`src/rtl/adc_spi_sampler.sv`:
```
`timescale 1ns/1ps
// adc_spi_sampler
// Periodically reads one conversion from an MCP3201-style SPI ADC (mode 0,
// read-only). The result goes out on o_temp_NEW with a one-cycle o_SAMPLE
// strobe. Sample-rate overruns and malformed frames are flagged.
//
// Ports:
//   i_CLK        system clock, rising edge
//   i_RESET      asynchronous active-high reset
//   i_ENABLE     level, runs the sample-rate timer
//   i_MISO       ADC serial data (already synchronised)
//   o_CS_N       ADC chip select, active low
//   o_SCLK       SPI clock, idle low
//   o_temp_NEW   last valid conversion, held between strobes
//   o_SAMPLE     one-cycle strobe, o_temp_NEW updated this cycle
//   o_OVERRUN    sticky, request tick arrived while a frame was busy
//   o_FRAME_ERR  one-cycle pulse, frame discarded (null bit was 1)
module adc_spi_sampler #(
   parameter int unsigned CLK_DIV       = 4,
   parameter int unsigned SAMPLE_PERIOD = 256,
   parameter int unsigned DATA_W        = 12
) (
   input  logic              i_CLK,
   input  logic              i_RESET,
   input  logic              i_ENABLE,
   input  logic              i_MISO,
   output logic              o_CS_N,
   output logic              o_SCLK,
   output logic [DATA_W-1:0] o_temp_NEW,
   output logic              o_SAMPLE,
   output logic              o_OVERRUN,
   output logic              o_FRAME_ERR
);

   localparam int unsigned DIV_W = (CLK_DIV > 1) ? $clog2(CLK_DIV) : 1;
   localparam int unsigned TMR_W = $clog2(SAMPLE_PERIOD);
   // Null bit plus data bits; older bits fall off the top.
   localparam int unsigned SH_W  = DATA_W + 1;
   localparam logic [3:0]  LAST_BIT = 4'd15;

   typedef enum logic [2:0] {
      ST_IDLE    = 3'd0,
      ST_SETUP   = 3'd1,
      ST_SHIFT   = 3'd2,
      ST_HOLD    = 3'd3,
      ST_PUBLISH = 3'd4
   } state_t;

   state_t            state;
   logic              en_q;
   logic [TMR_W-1:0]  tmr;
   logic [DIV_W-1:0]  div_cnt;
   logic [3:0]        bit_cnt;
   logic              phase_hi;
   logic [SH_W-1:0]   shreg;
   logic              tick_c;
   logic              div_last_c;

   // Request tick: last count of the rate timer while enabled.
   assign tick_c     = en_q && (tmr == TMR_W'(SAMPLE_PERIOD - 1));
   assign div_last_c = (div_cnt == DIV_W'(CLK_DIV - 1));

   // Sample-rate timer, driven from the registered enable.
   always_ff @(posedge i_CLK or posedge i_RESET) begin
      if (i_RESET) begin
         en_q <= 1'b0;
         tmr  <= '0;
      end else begin
         en_q <= i_ENABLE;
         if (!en_q || tick_c)
            tmr <= '0;
         else
            tmr <= tmr + TMR_W'(1);
      end
   end

   // Frame sequencer with registered SPI and result outputs.
   always_ff @(posedge i_CLK or posedge i_RESET) begin
      if (i_RESET) begin
         state       <= ST_IDLE;
         div_cnt     <= '0;
         bit_cnt     <= '0;
         phase_hi    <= 1'b0;
         shreg       <= '0;
         o_CS_N      <= 1'b1;
         o_SCLK      <= 1'b0;
         o_temp_NEW  <= '0;
         o_SAMPLE    <= 1'b0;
         o_OVERRUN   <= 1'b0;
         o_FRAME_ERR <= 1'b0;
      end else begin
         o_SAMPLE    <= 1'b0;
         o_FRAME_ERR <= 1'b0;

         // Any tick outside IDLE (PUBLISH included) is dropped.
         if (tick_c && (state != ST_IDLE))
            o_OVERRUN <= 1'b1;

         case (state)
            ST_IDLE: begin
               o_CS_N <= 1'b1;
               o_SCLK <= 1'b0;
               if (tick_c) begin
                  state   <= ST_SETUP;
                  o_CS_N  <= 1'b0;
                  div_cnt <= '0;
               end
            end

            ST_SETUP: begin
               if (div_last_c) begin
                  state    <= ST_SHIFT;
                  div_cnt  <= '0;
                  bit_cnt  <= '0;
                  phase_hi <= 1'b0;
               end else begin
                  div_cnt <= div_cnt + DIV_W'(1);
               end
            end

            ST_SHIFT: begin
               if (div_last_c) begin
                  div_cnt <= '0;
                  if (!phase_hi) begin
                     // Rising SCLK edge: capture MISO; bit 15 is not kept.
                     o_SCLK   <= 1'b1;
                     phase_hi <= 1'b1;
                     if (bit_cnt != LAST_BIT)
                        shreg <= {shreg[SH_W-2:0], i_MISO};
                  end else begin
                     o_SCLK   <= 1'b0;
                     phase_hi <= 1'b0;
                     if (bit_cnt == LAST_BIT) begin
                        o_CS_N <= 1'b1;
                        state  <= ST_HOLD;
                     end else begin
                        bit_cnt <= bit_cnt + 4'd1;
                     end
                  end
               end else begin
                  div_cnt <= div_cnt + DIV_W'(1);
               end
            end

            ST_HOLD: begin
               if (div_last_c) begin
                  state   <= ST_PUBLISH;
                  div_cnt <= '0;
               end else begin
                  div_cnt <= div_cnt + DIV_W'(1);
               end
            end

            ST_PUBLISH: begin
               // shreg[DATA_W] is the null bit, below it the data MSB first.
               if (shreg[DATA_W]) begin
                  o_FRAME_ERR <= 1'b1;
               end else begin
                  o_temp_NEW <= shreg[DATA_W-1:0];
                  o_SAMPLE   <= 1'b1;
               end
               state <= ST_IDLE;
            end

            default: begin
               state  <= ST_IDLE;
               o_CS_N <= 1'b1;
               o_SCLK <= 1'b0;
            end
         endcase
      end
   end

endmodule

```
`config.mk`:
```
export PLATFORM = sky130hd
export DESIGN_NAME = adc_spi_sampler
export DESIGN_NICKNAME = d
export VERILOG_FILES = /design/src/rtl/adc_spi_sampler.sv
export SDC_FILE = /design/constraint.sdc
export NUM_CORES = 1
export LEC_CHECK = 0
export ABC_CLOCK_PERIOD_IN_PS = 1900
export CAP_MARGIN = 15
export CORE_UTILIZATION = 56
export DETAILED_ROUTE_END_ITERATION = 12
export GPL_TIMING_DRIVEN = 0
export PLACE_DENSITY_LB_ADDON = 0.3
export SYNTH_ARGS = -nofsm -noshare
export SYNTH_HDL_FRONTEND = slang
export SYNTH_SLANG_ARGS = --single-unit
export TNS_END_PERCENT = 30
```
`constraint.sdc`:
```
create_clock -name i_CLK -period 1.9 [get_ports i_CLK]
set_clock_uncertainty 0.05 [all_clocks]
set_input_delay 0.38 -clock i_CLK [delete_from_list [all_inputs] [get_ports i_CLK]]
set_output_delay 0.38 -clock i_CLK [all_outputs]
set_load 0.005 [all_outputs]
```
---- Word-level counts from Yosys, hierarchy flattened ----
Index checks and enable logic that the tools add are counted.
Widths: inputs -> output; s select.
word-level totals
  flip-flop bits (word level) ............. 49
  bits of input ports ..................... 4
  output and inout port bits .............. 17
  logic and storage cells ................. 82
operators by class
  add/subtract/negate cells ............... 3
  equal/unequal tests ..................... 15
  muxes and demuxes ....................... 30
  bitwise logic cells ..................... 3
  reductions and logical operators ........ 18
operators with widths
  operator             count
  $mux 3               6
  $mux 4               4
  $ne 2x2->1 const B   7
  $pmux 3 s4           1
  $mux 1               11
  $add 8x1->8 const B  1
  $eq 8x8->1 const B   1
  $mux 8               1
  $pmux 4 s2           1
  $reduce_and 4->1     2
  $eq 3x2->1 const B   2
  $reduce_and 2->1     3
  $reduce_and 6->1     1
  $reduce_or 3->1      2
  $reduce_and 5->1     1
  $add 4x1->4 const B  1
  $eq 4x4->1 const B   1
  $mux 2               2
  $ne 4x4->1 const B   1
  $pmux 1 s2           2
  $pmux 2 s2           1
  $reduce_bool 2->1    2
  $eq 3x1->1 const B   1
  $eq 3x3->1 const B   1
  other kinds (10)     13

---- Longest topological paths before layout ----
  depth after elaboration ................. 5
  mapped depth ............................ 6
  gate-level depth less buffers ........... 5

---- Worst setup path before layout ----
Ideal clock, no wire load.
  path kind ............................... reg2reg
  start point ............................. register bit_cnt[0]
  end point ............................... register bit_cnt[3]
  library setup time ...................... 86 ps
  data arrival time ....................... 1566 ps
  required time ........................... 1764 ps
  setup slack ............................. 198 ps
  cell stages (with the launch flop) ...... 6
  buffers on the path ..................... 0
  period minus slack after synthesis ...... 1702 ps
  cell sequence ........................... dfrtp_1 -> ha_1 -> nand3_1 -> a31oi_1 -> or4_1 -> a32oi_1
between the ends
  word-level cells in the longest chain between the ends .. 5
  elaborated cells on any way between the ends .. 8
  classes of those cells .................. add/sub (1); eq/ne (2); mux (4); reduce/logical (1)
RTL lines
  item                    RTL line  RTL
  start, declared         53        logic [3:0] bit_cnt;
  start signal, assigned  137       bit_cnt <= bit_cnt + 4'd1;
  $add 4x1->4             137
  $mux 4                  133       if (bit_cnt == LAST_BIT) begin
  $mux 4                  124       if (!phase_hi) begin
  $mux 4                  122       if (div_last_c) begin
  $pmux 4 s2              99        case (state)
Parallel ways exist; a longest one is shown, timed or not. The select of a mux whose other input is x is not followed.
A chain may end at the register's enable or synchronous reset.

---- Final worst setup path ----
  start point ............................. register state[1]
  end point ............................... register o_temp_NEW[6]
between the ends
  word-level cells in the longest chain between the ends .. 2
RTL lines
  item                               RTL line  RTL
  start, declared                    49        state_t state;
  start signal, assigned             80        state <= ST_IDLE;
  start signal, assigned             104       state <= ST_SETUP;
  start signal, assigned             112       state <= ST_SHIFT;
  $eq 3x3->1                         99
  $reduce_and 2->1 (no source line)  -
  end signal, assigned               159       o_temp_NEW <= shreg[DATA_W-1:0];
  end, declared                      29        output logic [DATA_W-1:0] o_temp_NEW,
Every way passes these cells.

==> impl_results.md <==
* Initial antenna violation count at 0
* Synth Area in Compound Gates at 6.74%
* Final core utilization at 69.9%
* Hold WC Path Type: primary input to asynchronous set/reset pin
* CTS Buf Count at 5
* Total Routing Usage GR at 22.3%
* Hold-fix buffers at CTS at 0
* Placed insts at 240
* Switching share of power at 20.2%
* Final WL at 3780 um
* Post-Syn Instances at 171
* First-pass GRT wire length at 6780 um
* Post-Synth Adder-Cell Area at 1.74%
* Sequential area share after synthesis at 57.0%
* Worst setup EP type: register
* Peak VDD IR at 0.000808 V
* Switching power at 369 uW
* Outcome: finished clean
* Setup WS pre-CTS at 58.7 ps
* Xor/xnor share of the synthesized area at 2.85%
* Final setup violating endpoints at 0
* Routability Congestion at 0.794
* Slowest-stage cell, CP: dfrtp_1
* Final Hold Fails at 0
* CP Max Fanout at 10
* Leading cell type in the layout, fill and taps excluded: dfrtp_1
* Cells along the critical path: buf_4, nor2_2, nand2_1, nor2_2, buf_6, mux2_1
* Starting Density at 58.8%
* CTS tree: yes
* Crit path max-delay family: simple AND/OR/NAND/NOR gates
* DR WL/cell at 15.3 um
* Mapped Nets at 178
* Most frequent cell on the critical path: nor2_2
* Inserted Diodes at 0
* CP peak stage delay at 410 ps
* CTS Buffer Depth at 2
* Area leader, netlist: dfrtp_1
* Setup tns final at 0 ps
* Maximum number of pins on one net before global-route repair at 38
* Number of buffers added on ports at 20
* Crit Path Category: register to register
* Max cap viols at 0
* Total power at 1830 uW
* Min cycle time layout at 1790 ps
* CORE AREA at 0.00366 mm^2
* Unrepaired setup endpoints after global routing: false
* Internal Pwr Total at 1460 uW
* Later-pin clock latency in the skew report at 300 ps
* Post-synthesis register bit count at 49
* Clk root buf: clkbuf_8
* Total setup buffers inserted after CTS at 0
* Main combinational cell family by area after synthesis: multiplexers
* Critical path required time at 2030 ps
* Static leakage at 0.00124 uW
* Slew Limit Fails at 0
* Starting DRT DRC Count at 63
* Die Ht at 64.0 um
* Clock share of power at 39.7%
* Startpoint Class: register
* Vias at 1397
* Post-synthesis simple-gate area fraction at 13.4%
* Synth unique cells at 40
* FMAX at 560 MHz
* Die area at 0.00410 mm^2
* Final nets at 206
* Post-DP HPWL at 2750 um
* Clock sink count at 49
* Clock transition at path regs at 80 ps
* YS warnings at 0
* DRC errors left at 0
* Worst slew pin tran at 379 ps
* Post-synth top area share at 55.8%
* Worst Reg2Reg Path Length in Cells at 6
* Share of cells above drive strength 1 at 15.0%
* Final ANT Viol Nets at 0
* Synthesized area at 0.00215 mm^2
* Critical path depth at 6
* CP Buf/Inv Count at 2
* Syn_area_per_cell at 12.6 um^2
* Drt pass-1 iters at 4
* Most frequent cells in the layout: dfrtp_1 (48), clkdlybuf4s50_1 (20), mux2_1 (15), mux2_4 (10)
* Grt ovf at 0
* Die width at 64.0 um
* Number of global-route vias before repair at 1442
* Final Cycle Share at 94.0%
* Power per cell area at 715 mW/mm^2
* Synth area leaders: dfrtp_1 (56%), mux2_1 (7.8%), mux2_4 (7.0%), xnor2_1 (2.0%), nand3_1 (1.9%)
* Slew HR at 74.7%
* PnR worst setup slack at 114 ps
* Mux cell area share after synthesis at 15.3%
* WP data arrival at 1920 ps
* Combinational Power Share at 2.5%
* Seq pwr share at 57.8%
* Layout Cells excl Fill at 248
* FP Rows at 22
* Area Growth Syn to Fin at 18.9%
* H-tree Lvls at 2
* Routed vias/inst at 5.63
* I/O Pins at 21
-- kinds of logic (layout without fill, tap and decap cells) --
kind of cell / after synthesis / count (layout)
multiplexers: 26 / 26
flip-flops: 49 / 49
AO/OA/AOI/OAI: 23 / 23
buffers and inverters: 13 / 42
AND/OR/NAND/NOR: 50 / 50
XOR/XNOR: 7 / 7
adder cells (fa/ha/maj): 3 / 3
-- power by group through the flow --
stage,combinational (uW),clock [uW],sequential (uW)
floorplan,25.3,0,1080
global placement,36.8,0,1080
detailed placement,46.5,0,1080
CTS,47.2,748,1060
global route,51.9,799,1060
finish,45.3,727,1060
-- worst register-to-register path, cell delays in order, from the launching register on --
cell     delay, ps
dfrtp_1        410
buf_4          180
nor2_2         180
nand2_1         90
nor2_2         220
buf_6          200
mux2_1         340
-- synthesized netlist by cell type --
cell,number
or4_1,1
nand2_1,9
buf_4,2
ha_1,3
xnor2_1,5
xor2_1,2
a32oi_1,1
a31oi_1,2
buf_6,1
inv_1,7
a21oi_1,4
o31ai_1,3
nand4_1,1
buf_2,1
mux2i_1,1
o21ai_1,5
o21bai_1,1
dfstp_2,1
nand3_1,8
and3b_1,1
nor3b_4,1
a21o_1,1
mux2_4,10
dfrtp_1,48
nand2b_1,2
nor2_2,2
mux2_1,15
nand4_4,1
and4_1,1
and2_1,3
nor3_1,3
a22oi_1,1
nor2b_1,3
clkbuf_1,2
a41oi_1,1
o22ai_1,1
nor2_1,9
o21ai_0,2
and3_1,5
o32ai_1,1
-- through the flow --
step	hold slack, ps	instance area, um^2
floorplan	361	2150
CTS	287	2540
finish	288	2560
global route	296	2560
detailed placement	411	2430
global placement	412	2410
-- routing by layer --
layer	global-route usage, %	vias up	share of wire [%]	wire length, um
met3	6.43	12	3.0	114
met4	9.38	0	2.1	79
li1	-	660	-	-
met5	0	-	0	0
met1	27.4	701	42	1570
met2	36.7	24	53	2020
-- area by class of cell --
type	instances	area, um^2
fillers	264	1100
well taps	48	60.1
flip-flops and latches	49	1230
clock inverters	2	38.8
clock buffers	6	72.6
multi-input cells	109	872
plain buffers	6	42.5
repair buffers	21	220
inverters	7	26.3
-- registers in the layout (all words and copies together) (netlist names) --
register	cells
div_cnt	2
bit_cnt	4
state	3
o_temp_NEW	12
en_q	1
o_FRAME_ERR	1
o_OVERRUN	1
o_SCLK	1
o_SAMPLE	1
phase_hi	1
o_CS_N	1
tmr	8
shreg	13
-- repair_timing --
item | in CTS | in global routing
hold endpoints to repair | 0 | 0
resized for setup | 0 | 3
setup endpoints to repair | 0 | 9
-- final timing paths --
check	to	start	slack (ps)
worst max-delay path	o_temp_NEW[6]	state[1]	110
worst min-delay path	tmr[0]	i_RESET	290
worst max register to register	o_temp_NEW[6]	state[1]	110
worst min register to register	o_OVERRUN	o_OVERRUN	430
max in group asynchronous	o_temp_NEW[5]	i_RESET	1040
min in group i_CLK	o_OVERRUN	o_OVERRUN	430
Note: power is estimated with default switching activity, not from simulation.
